--- config.mk ---
export PLATFORM = sky130hd
export DESIGN_NAME = mixer_sequencer
export DESIGN_NICKNAME = d
export VERILOG_FILES = /design/src/rtl/mixer_pkg.sv /design/src/rtl/mixer_clamp.sv /design/src/rtl/mixer_sequencer.sv
export SDC_FILE = /design/constraint.sdc
export NUM_CORES = 1
export LEC_CHECK = 0
export BUFFER_PORTS_ARGS = -buffer_cell sky130_fd_sc_hd__buf_2
export CAP_MARGIN = 20
export CELL_PAD_IN_SITES_DETAIL_PLACEMENT = 0
export CELL_PAD_IN_SITES_GLOBAL_PLACEMENT = 1
export CORE_ASPECT_RATIO = 2
export CORE_MARGIN = 1.5
export CORE_UTILIZATION = 40
export DETAILED_ROUTE_END_ITERATION = 16
export PLACE_DENSITY_LB_ADDON = 0.1
export SLEW_MARGIN = 20
export SYNTH_ARGS = -nofsm -noshare
export SYNTH_HDL_FRONTEND = slang
export SYNTH_HIERARCHICAL = 1
export SYNTH_SLANG_ARGS = --single-unit
--- constraint.sdc ---
create_clock -name i_clk -period 3.1 [get_ports i_clk]
set_clock_uncertainty 0.15 [all_clocks]
set_input_delay 0.62 -clock i_clk [delete_from_list [all_inputs] [get_ports i_clk]]
set_output_delay 0.62 -clock i_clk [all_outputs]
set_load 0.01 [all_outputs]
--- src/rtl/mixer_pkg.sv ---
// Shared types and width helpers for the mixer sequencer.
package mixer_pkg;

  typedef enum logic [1:0] {
    IDLE    = 2'd0,
    ACCUM   = 2'd1,
    PUBLISH = 2'd2
  } mix_state_e;

  function automatic int clog2(input int v);
    int r;
    r = 0;
    for (int i = 0; i < 31; i++)
      if ((1 << i) < v) r = i + 1;
    return r;
  endfunction

  // Wide enough that summing every channel at full scale never overflows.
  function automatic int acc_width(input int in_w, input int out_w, input int n);
    return ((in_w > out_w) ? in_w : out_w) + clog2(n);
  endfunction

endpackage

--- src/rtl/mixer_clamp.sv ---
// Reduces the wide accumulator to the compare width and flags overflow.
// Build option: MIXER_SATURATE_EN saturates instead of wrapping.
module mixer_clamp #(
  parameter int ACC_W     = 11,
  parameter int OUT_WIDTH = 9
) (
  input  logic [ACC_W-1:0]     acc,
  output logic [OUT_WIDTH-1:0] value,
  output logic                 clip
);

  logic [ACC_W-1:0] max_v;

  assign max_v = ACC_W'({OUT_WIDTH{1'b1}});
  assign clip  = acc > max_v;

`ifdef MIXER_SATURATE_EN
  assign value = clip ? {OUT_WIDTH{1'b1}} : acc[OUT_WIDTH-1:0];
`else
  assign value = acc[OUT_WIDTH-1:0];
`endif

endmodule

--- src/rtl/mixer_sequencer.sv ---
// Frame-synchronous mixer: snapshots channels on a PWM cycle-end strobe and sums
// them one per clock. Build option MIXER_SATURATE_EN (see mixer_clamp).
module mixer_sequencer
  import mixer_pkg::*;
#(
  parameter int NUM_CHANNELS = 3,
  parameter int IN_WIDTH     = 9,
  parameter int OUT_WIDTH    = 9
) (
  input  logic                          i_clk,
  input  logic                          i_rst_n,
  input  logic [NUM_CHANNELS*IN_WIDTH-1:0] i_channels,
  input  logic [NUM_CHANNELS-1:0]       i_mute,
  input  logic                          i_cycle_end,
  output logic [OUT_WIDTH-1:0]          o_compare,
  output logic                          o_compare_valid,
  output logic                          o_busy,
  output logic                          o_clip,
  output logic                          o_missed
);

  localparam int ACC_W = acc_width(IN_WIDTH, OUT_WIDTH, NUM_CHANNELS);
  localparam int IDX_W = (clog2(NUM_CHANNELS) > 0) ? clog2(NUM_CHANNELS) : 1;
  localparam logic [IDX_W-1:0] LAST_IDX = IDX_W'(NUM_CHANNELS - 1);

  mix_state_e                            state;
  logic [NUM_CHANNELS-1:0][IN_WIDTH-1:0] snap;
  logic [NUM_CHANNELS-1:0]               snap_mute;
  logic [ACC_W-1:0]                      acc;
  logic [ACC_W-1:0]                      addend;
  logic [IDX_W-1:0]                      idx;
  logic [OUT_WIDTH-1:0]                  clamp_val;
  logic                                  clamp_clip;

  always_comb begin
    addend = '0;
    if (!snap_mute[idx]) addend = ACC_W'(snap[idx]);
  end

  mixer_clamp #(
    .ACC_W     (ACC_W),
    .OUT_WIDTH (OUT_WIDTH)
  ) u_clamp (
    .acc   (acc),
    .value (clamp_val),
    .clip  (clamp_clip)
  );

  always_ff @(posedge i_clk or negedge i_rst_n) begin
    if (!i_rst_n) begin
      state           <= IDLE;
      snap            <= '0;
      snap_mute       <= '0;
      acc             <= '0;
      idx             <= '0;
      o_compare       <= '0;
      o_compare_valid <= 1'b0;
      o_busy          <= 1'b0;
      o_clip          <= 1'b0;
      o_missed        <= 1'b0;
    end else begin
      o_compare_valid <= 1'b0;
      o_clip          <= 1'b0;
      o_missed        <= 1'b0;
      case (state)
        IDLE: begin
          if (i_cycle_end) begin
            snap      <= i_channels;
            snap_mute <= i_mute;
            acc       <= '0;
            idx       <= '0;
            state     <= ACCUM;
            o_busy    <= 1'b1;
          end
        end
        ACCUM: begin
          acc      <= acc + addend;
          o_missed <= i_cycle_end;
          if (idx == LAST_IDX) state <= PUBLISH;
          else                 idx   <= idx + IDX_W'(1);
        end
        PUBLISH: begin
          o_compare       <= clamp_val;
          o_compare_valid <= 1'b1;
          o_clip          <= clamp_clip;
          o_missed        <= i_cycle_end;
          state           <= IDLE;
          o_busy          <= 1'b0;
        end
        default: begin
          state  <= IDLE;
          o_busy <= 1'b0;
        end
      endcase
    end
  end

endmodule
## After elaboration in Yosys (flattened, before gate mapping)

Index checks and enable logic that the tools add are counted.

- Bitwise logic cells: 1
- Equal/unequal tests: 6
- Add/sub/neg operators: 2
- Multiplexer cells: 18
- $lt $le $gt $ge: 2
- Reductions and logical operators: 8

Operators by type and width:

| operator | number |
|---|---|
| one-hot mux 11 bit (2 select lines) | 1 |
| binary-select mux 9 bit (select 2 bit) | 1 |
| 2-to-1 mux 9 bit | 2 |
| adder 11 x 9 -> 11 bit | 1 |
| > comparator 11 x 9 -> 1 bit, second input constant | 1 |
| 2-to-1 mux 11 bit | 1 |
| 2-to-1 mux 2 bit | 4 |
| one-hot mux 2 bit (2 select lines) | 2 |
| AND reduction 2 bit | 4 |
| != test 2 bit, second input constant | 3 |
| 2-to-1 mux 1 bit | 5 |
| == test 2 bit, second input constant | 2 |
| less-than comparator 2 x 3 -> 1 bit, second input constant | 1 |
| AND reduction 3 bit | 1 |
| adder 2 x 1 -> 2 bit, second input constant | 1 |
| binary-select mux 1 bit (select 2 bit) | 1 |
| == test 2 x 1 -> 1 bit, second input constant | 1 |
| zero test 2 bit | 1 |
| one-hot mux 1 bit (2 select lines) | 1 |
| nonzero test 2 bit | 1 |
| OR reduction 2 bit | 1 |
| inverter 1 bit | 1 |

- Output and inout port bits: 13
- Logic and storage cells: 49
- Input port bits: 33
- Register bits after elaboration: 58

## Depth between registers and ports, before layout

Gate-level depths: netlist of the first run.

- Depth in word-level cells: 5
- Mapped depth: 13
- Mapped depth without buffers: 12

## Cells and area by module

The synthesis of the first run kept the hierarchy.

Modules (own cells, without submodules):

| module | cells each | area each (um^2) | instances | seq. area each (um^2) |
|---|---|---|---|---|
| mixer_sequencer | 253 | 2900.3 | 1 | 1451.4 |
| mixer_clamp | 10 | 73.8 | 1 | 0.0 |

## Worst setup path before layout of the first run

No wires, ideal clock.

- Kind: reg-to-reg
- Start: register idx[1]
- End: register acc[10]
- Buffers on the path: 2
- Stages on the path, launching flop included: 14
- Setup time: 137 ps
- Slack: 191 ps
- Required time: 2813 ps
- Data arrival time: 2622 ps
- Clock period less this slack: 2909 ps
- Cells stage by stage: dfrtp_1 > clkbuf_1 > buf_2 > mux2i_1 > nor2_1 > a21oi_1 > nor2_1 > ha_1 > fa_1 > a21o_1 > a221oi_2 > o32ai_1 > nand4b_1 > o211ai_1

- Longest elaborated chain between the ends: 5
- Elaborated cells on any way between the ends: 7
- Those cells by class: add/sub (1); mux (6)

RTL lines:

| what | RTL line | RTL |
|---|---|---|
| start, declared | mixer_sequencer.sv:31 | `logic [IDX_W-1:0] idx;` |
| start signal, assigned | mixer_sequencer.sv:80 | `else idx <= idx + IDX_W'(1);` |
| binary-select mux 9 bit (select 2 bit) or binary-select mux 1 bit (select 2 bit) (tied branches) | mixer_sequencer.sv:37 | `if (!snap_mute[idx]) addend = ACC_W'(snap[idx]);` |
| 2-to-1 mux 9 bit (not written as such) or 2-to-1 mux 1 bit (tied branches) | mixer_sequencer.sv:37 |  |
| 2-to-1 mux 9 bit (*) | mixer_sequencer.sv:37 |  |
| adder 11 x 9 -> 11 bit (*) | mixer_sequencer.sv:77 | `acc <= acc + addend;` |
| one-hot mux 11 bit (2 select lines) (*) | mixer_sequencer.sv:65 | `case (state)` |
| end signal, assigned | mixer_sequencer.sv:77 |  |
| end, declared | mixer_sequencer.sv:29 | `logic [ACC_W-1:0] acc;` |

Mark *: on every way between the ends. The rest lies on a longest branch, timed or not. The select of a mux whose other input is x is not followed.
A chain may end at the register's enable or synchronous reset.

## Worst setup path after layout of the first run

Ends and elaborated chain as after synthesis.

==> results.py, run 1 <==
metrics = {
    "status": {
        "status": "finished clean",
    },
    "floorplan": {
        "row_count": 44,
        "dieArea_sq_um": 7990,
        "core_area_sq_um": 7210,
        "die_w_microns": 64.0,
        "fp.dieH_microns": 125,
        "initial_core_util_pct": 41.2,
        "io_pins": 46,
    },
    "clocking": {
        "cts_tree": "built",
        "cts_buffers": 9,
        "insertion_delay_ns": 0.33,
        "cts-root-buf": "clkbuf_16",
        "clkSlewWorstSetupHoldPaths_ns": 0.05,
        "cts_max_level": 3,
        "cts_setup_buffers": 0,
        "holdBufCountCts": 0,
        "cts_buffer_depth": 2,
        "cts_resized": 0,
        "cts.sinks": 58,
    },
    "sta": {
        "slew_viol_final": 0,
        "finalSetupViolations": 0,
        "tightest_slew_ns": 0.709,
        "hold_viol_final": 0,
        "maxSlewHeadroom_pct": 52.7,
        "timing.fmax_mhz": 355,
        "grt_setup_unrepaired": "false",
        "layout_min_cycle_time_ns": 2.81,
        "fin_tns_setup_ns": 0,
        "period_share_pct": 90.8,
        "whs_ns": 0.185,
    },
    "logic_synthesis": {
        "yosysTopAreaCellShare_pct": 48.8,
        "syn_avg_cell_area_sq_um": 11.3,
        "async_flop_share_pct": 100,
        "synth-edff-count": 0,
        "synth_seq_cells": 58,
        "syn_area_sq_um": 2970,
        "synth_area_leaders": "dfrtp_1 (49%), mux2_2 (15%), ha_1 (5.5%)",
        "synth_nets": 310,
        "ys.flop_type": "dfrtp_1",
        "synth_top_area_cell": "dfrtp_1",
        "synth_cell_types": 38,
        "syn_inst": 263,
        "ys_warn_count": 6,
        "seq_area_frac_synth_pct": 48.8,
    },
    "final_layout": {
        "final_common_cell": "dfrtp_1",
        "n_antenna_cell": 0,
        "fill_cells": 664,
        "mostFrequentLayoutCells": "dfrtp_1 (58), buf_2 (45), mux2_2 (39)",
        "final_nets": 357,
        "syn_to_final_growth_pct": 22.4,
        "drive_gt1_share_pct": 36.5,
    },
    "setup_path": {
        "critPathKind": "reg -> reg",
        "critical_path.cell_chain": "mux2i_1, o21ai_1, buf_4, nor2_1, ha_1, fa_1, a21o_1, a221oi_2, o32ai_1, nand4b_1, o211ai_1",
        "critical_path.max_stage_delay_ns": 0.44,
        "startpoint_type": "flip-flop",
        "required_ns": 3.14,
        "crit_fanout": 9,
        "crit_arrival_ns": 2.86,
        "cp-end-kind": "flip-flop",
        "cp_slowest_cell": "dfrtp_1",
        "worst-r2r-cell-count": 11,
    },
    "global_route": {
        "grt_pass1_vias": 2175,
        "globalRouteMet2Util_pct": 29.9,
        "grt_pass1_wl_microns": 10500,
        "grt_use_met1_pct": 18.5,
        "grt-ovfl-total": 0,
        "antenna_found_initial": 0,
        "grt_busiest_layer": "met2",
        "use_met3_pct": 4.50,
        "grt_max_degree": 31,
        "grt_util_all_layers_pct": 17.4,
    },
    "detailed_routing": {
        "drc_errors": 0,
        "via_per_inst": 5.11,
        "wl_per_cell_microns": 15.3,
        "dr_total_vias": 2078,
        "postRouteAntennaNets": 0,
        "routed_wl_microns": 6220,
        "firstDrtPassIters": 4,
        "drt_iter0_drc": 51,
    },
    "job": {
        "drv_cap": 0,
    },
    "power_and_ir_drop": {
        "cellPowerDensity_nw_per_um2": 1180,
        "leakage_nw": 1.75,
        "ir_drop_v": 0.000570,
    },
    "placed_design": {
        "dpl.hpwl_microns": 4740,
        "numPortBuffers": 45,
        "gp_congestion": 0.795,
    },
    "worst_hold_path": {
        "min_path_type": "in -> async",
    },
}
[metrics by stage]
stage	cell area, sq um	power (mW)	utilization, %	std cells	setup WS, ns
floorplan	2970	2.69	-	263	0.191
global placement	3290	3.15	45.6	391	0.367
detailed placement	3290	3.18	45.6	391	0.270
CTS	3640	4.36	50.5	407	0.260
global route	3640	4.62	50.5	407	0.0862
finish	3640	4.29	50.5	407	0.286
[flip-flops by register name, indices dropped and copies added (netlist names)]
signal / flops
o_missed: 1
o_compare_valid: 1
state: 2
acc: 11
o_busy: 1
o_clip: 1
o_compare: 9
snap_mute: 3
idx: 2
snap: 27
[layout make-up]
type | instances | area (sq um) | area share [%]
tap | 92 | 115 | 3.16
clock inverter | 5 | 100 | 2.75
inverter | 7 | 26.3 | 0.722
multi-input combinational | 179 | 1380 | 38.0
clock buffer | 11 | 253 | 6.94
sequential | 58 | 1450 | 39.9
timing repair buffer | 55 | 313 | 8.59
[critical path: cells and delay by family (launching register included)]
family                   cells  cell delay [ns]
AO/OA/AOI/OAI                5             1.00
adder cells (fa/ha/maj)      2             0.60
buffers and inverters        1             0.17
flip-flops                   1             0.44
multiplexers                 1             0.14
AND/OR/NAND/NOR              2             0.19
[power breakdown]
group	internal, mW	leakage [nW]	total [mW]	switching, mW
clock network	0.824	0.176	1.15	0.330
registers	1.11	0.722	1.32	0.210
logic	0.866	0.849	1.82	0.952
[per-layer routing]
layer	routed length, microns	share of wire, %	vias up
met5	0	0	-
met4	203	3.3	0
met3	216	3.5	12
met2	3420	55	46
met1	2380	38	1003
li1	-	-	1017
[cells in the mapped netlist, drive strengths merged (2+ instances only)]
cell type,number
mux2i,11
o21ai,12
nor3b,2
xnor2,3
and2,2
dfrtp,58
nand4b,3
or3,2
ha,13
a21o,5
a21oi,23
a22o,4
clkbuf,4
nor2b,2
nand2,15
nand3,3
o32ai,2
nor2,24
mux2,39
xor2,2
buf,15
inv,7
[cells by family (layout without fill, tap and decap cells)]
logic type	Yosys count	after routing	share of synthesized area [%]
DFF	58	58	48.8
and+or+nand+nor	58	58	9.38
AOI/OAI and AO/OA	52	52	11.0
muxes	50	50	18.5
buffers and inverters	26	78	4.75
adders and majority gates	14	14	6.14
xor gates and xnor gates	5	5	1.47
[path summary, 6_finish.rpt]
kind | startpoint | end | slack (ns)
max | idx[1]$_DFFE_PN0P_ | acc[10]$_DFFE_PN0P_ | 0.29
min | i_rst_n | o_busy$_DFFE_PN0P_ | 0.19
max reg2reg | idx[1]$_DFFE_PN0P_ | acc[10]$_DFFE_PN0P_ | 0.29
min reg2reg | o_compare[7]$_DFFE_PN0P_ | o_compare[7]$_DFFE_PN0P_ | 0.35
max in group asynchronous | i_rst_n | acc[3]$_DFFE_PN0P_ | 2.00
min in group i_clk | o_compare[7]$_DFFE_PN0P_ | o_compare[7]$_DFFE_PN0P_ | 0.35
(Power assumes the default switching activity.)
==> run 2, diff against run 1 <==
- ABC_AREA: unset -> 1
- BUFFER_PORTS_ARGS: -buffer_cell sky130_fd_sc_hd__buf_2 -> unset
- DONT_BUFFER_PORTS: unset -> 1
==> results.py, run 2 <==
metrics = {
    "final_layout": {
        "largest_reg_flops": 27,
        "mostFrequentLayoutCells": "nand2_1 (147), dfrtp_1 (58), nor2_1 (36)",
        "reg.largest.list": "snap x27, acc x11, o_compare x9",
        "final_nets": 414,
        "regMostFlops": "snap",
        "fin_util_pct": 45.7,
        "final_common_cell": "nand2_1",
        "n_antenna_cell": 0,
        "syn_to_final_growth_pct": 11.7,
        "drive_gt1_share_pct": 10.8,
        "fill_cells": 753,
    },
    "worst_hold_path": {
        "min_path_type": "in -> async",
    },
    "sta": {
        "tightest_slew_ns": 0.791,
        "fin_tns_setup_ns": 0,
        "slew_viol_final": 0,
        "timing.fmax_mhz": 352,
        "layout_min_cycle_time_ns": 2.84,
        "finalSetupViolations": 0,
        "period_share_pct": 91.6,
        "maxSlewHeadroom_pct": 47.2,
        "grt_setup_unrepaired": "false",
        "hold_viol_final": 0,
    },
    "setup_path": {
        "critPathTopFamily": "compound AO/OA/AOI/OAI gates",
        "reg2reg_to": "acc[8]$_DFFE_PN0P_",
        "timing.rr.start": "idx[1]$_DFFE_PN0P_",
        "crit_path_end": "acc[8]$_DFFE_PN0P_",
        "critPathKind": "reg -> reg",
        "crit_buf_inv": 2,
        "worst-r2r-cell-count": 12,
        "critical_path.cell_chain": "inv_1, o21ai_0, o21ai_2, nor2_1, ha_1, fa_1, a21oi_1, inv_1, nand2_1, nand3b_1, nand3_1, nand2_1",
        "required_ns": 3.17,
        "crit_cells": 12,
        "cp_slowest_cell": "fa_1",
        "cp-startpoint": "idx[1]$_DFFE_PN0P_",
        "startpoint_type": "flip-flop",
        "crit_arrival_ns": 2.91,
        "critical_path.max_stage_delay_ns": 0.45,
        "r2r_slack_ns": 0.26,
        "crit_fanout": 12,
        "cp-end-kind": "flip-flop",
    },
    "clocking": {
        "clkSlewWorstSetupHoldPaths_ns": 0.05,
        "cts_tree": "built",
        "cts_setup_buffers": 0,
        "cts_buffers": 9,
        "cts_max_level": 3,
        "cts-root-buf": "clkbuf_16",
        "cts_buffer_depth": 2,
        "insertion_delay_ns": 0.33,
        "cts.sinks": 58,
    },
    "job": {
        "drv_cap": 0,
    },
    "logic_synthesis": {
        "synth_seq_cells": 58,
        "synth_nets": 419,
        "syn_area_sq_um": 3060,
        "synth_top_area_cell": "dfrtp_1",
        "ys_warn_count": 6,
        "syn_avg_cell_area_sq_um": 8.23,
        "synth_cell_types": 30,
        "synth_common_cells": "nand2_1 (147), dfrtp_1 (58), nor2_1 (36)",
        "ys.flop_type": "dfrtp_1",
        "synth_most_common_cell": "nand2_1",
        "yosysTopAreaCellShare_pct": 47.4,
        "async_flop_share_pct": 100,
        "seq_area_frac_synth_pct": 47.4,
        "syn_inst": 372,
        "synth_area_leaders": "dfrtp_1 (47%), nand2_1 (18%), ha_1 (5.3%)",
        "synth-edff-count": 0,
    },
    "status": {
        "status": "finished clean",
    },
    "detailed_routing": {
        "drt_iter0_drc": 112,
        "postRouteAntennaNets": 0,
        "firstDrtPassIters": 4,
        "dr_total_vias": 2306,
        "routed_wl_microns": 6700,
        "drc_errors": 0,
        "via_per_inst": 4.96,
        "wl_per_cell_microns": 14.4,
    },
    "global_route": {
        "grt_max_degree": 59,
        "grt_util_all_layers_pct": 18.4,
        "grt-ovfl-total": 0,
        "grt_pass1_vias": 2291,
        "antenna_found_initial": 0,
        "grt_pass1_wl_microns": 11300,
    },
    "floorplan": {
        "die_w_microns": 64.9,
        "core_area_sq_um": 7490,
        "fp.dieH_microns": 127,
        "io_pins": 46,
        "row_count": 45,
        "initial_core_util_pct": 40.9,
        "dieArea_sq_um": 8220,
    },
    "placed_design": {
        "dpl.hpwl_microns": 4890,
        "gp_congestion": 0.819,
        "numPortBuffers": 0,
    },
    "power_and_ir_drop": {
        "finalPower_mw": 3.96,
        "ir_drop_v": 0.000404,
        "cellPowerDensity_nw_per_um2": 1160,
        "leakage_nw": 1.82,
    },
}
run 2: cell types whose count changed after synthesis, sizes merged, moves of 11 or more:
cell / change
mux2: -30
a21oi: -16
nand2: +132
inv: +18
mux2i: -11
nor2: +17
run 2: repair_timing:
action | 4_1_cts | 5_1_grt
hold buffers | 1 | 0
endpoints found under the setup margin | 0 | 1
resized for setup | 0 | 1
endpoints found under the hold margin | 58 | 0
run 2: cell type report:
type / count / area (sq um) / share of cell area, %
clock buffers: 9 / 225 / 6.59
well taps: 94 / 118 / 3.44
flip-flops and latches: 58 / 1450 / 42.4
repair buffers: 3 / 42.5 / 1.24
inverters: 25 / 96.3 / 2.82
multi-input cells: 270 / 1400 / 41.1
clock inverters: 6 / 82.6 / 2.41
run 2: metrics by stage:
step / hold WS [ns] / setup slack [ns] / cell area, sq um / instances
5_1_grt: 0.0277 / 0.00881 / 3420 / 465
4_1_cts: 0.0127 / 0.304 / 3410 / 465
6_report: 0.00217 / 0.261 / 3420 / 465
2_1_floorplan: 0.174 / 0.713 / 3060 / 372
3_3_place_gp: 0.176 / 0.421 / 3080 / 449
3_5_place_dp: 0.176 / 0.312 / 3080 / 449
run 2: cell families after synthesis:
kind of cell | Yosys count | share of synthesized area [%]
AO/OA/AOI/OAI | 43 | 9.49
adder cells (fa/ha/maj) | 14 | 5.97
buffers and inverters | 44 | 6.87
flip-flops | 58 | 47.4
multiplexers | 9 | 3.31
AND/OR/NAND/NOR | 204 | 26.9
run 2: worst min-delay path by stage:
| stage | endpoint | slack, ns | depth (start not counted) |
|---|---|---|---|
| after floorplan | acc[0]$_DFFE_PN0P_ | 0.17 | 0 |
| after global placement | o_compare[7]$_DFFE_PN0P_ | 0.18 | 0 |
| after detailed placement | o_compare[7]$_DFFE_PN0P_ | 0.18 | 0 |
| after CTS | o_compare[6]$_DFFE_PN0P_ | 0.01 | 1 |
| after global routing | o_compare[6]$_DFFE_PN0P_ | 0.03 | 1 |
| final | o_compare[7]$_DFFE_PN0P_ | 0.002 | 1 |
run 2: power breakdown:
part | internal [mW] | switching [mW] | total, mW
combinational | 0.625 | 1.00 | 1.63
clock | 0.693 | 0.338 | 1.03
sequential | 1.06 | 0.239 | 1.30
run 2: layer usage:
layer / share of wire, % / global-route usage, %
met5: 0 / 0
met4: 3.1 / 11.6
met3: 4.0 / 2.48
met2: 51 / 30.4
met1: 42 / 22.1
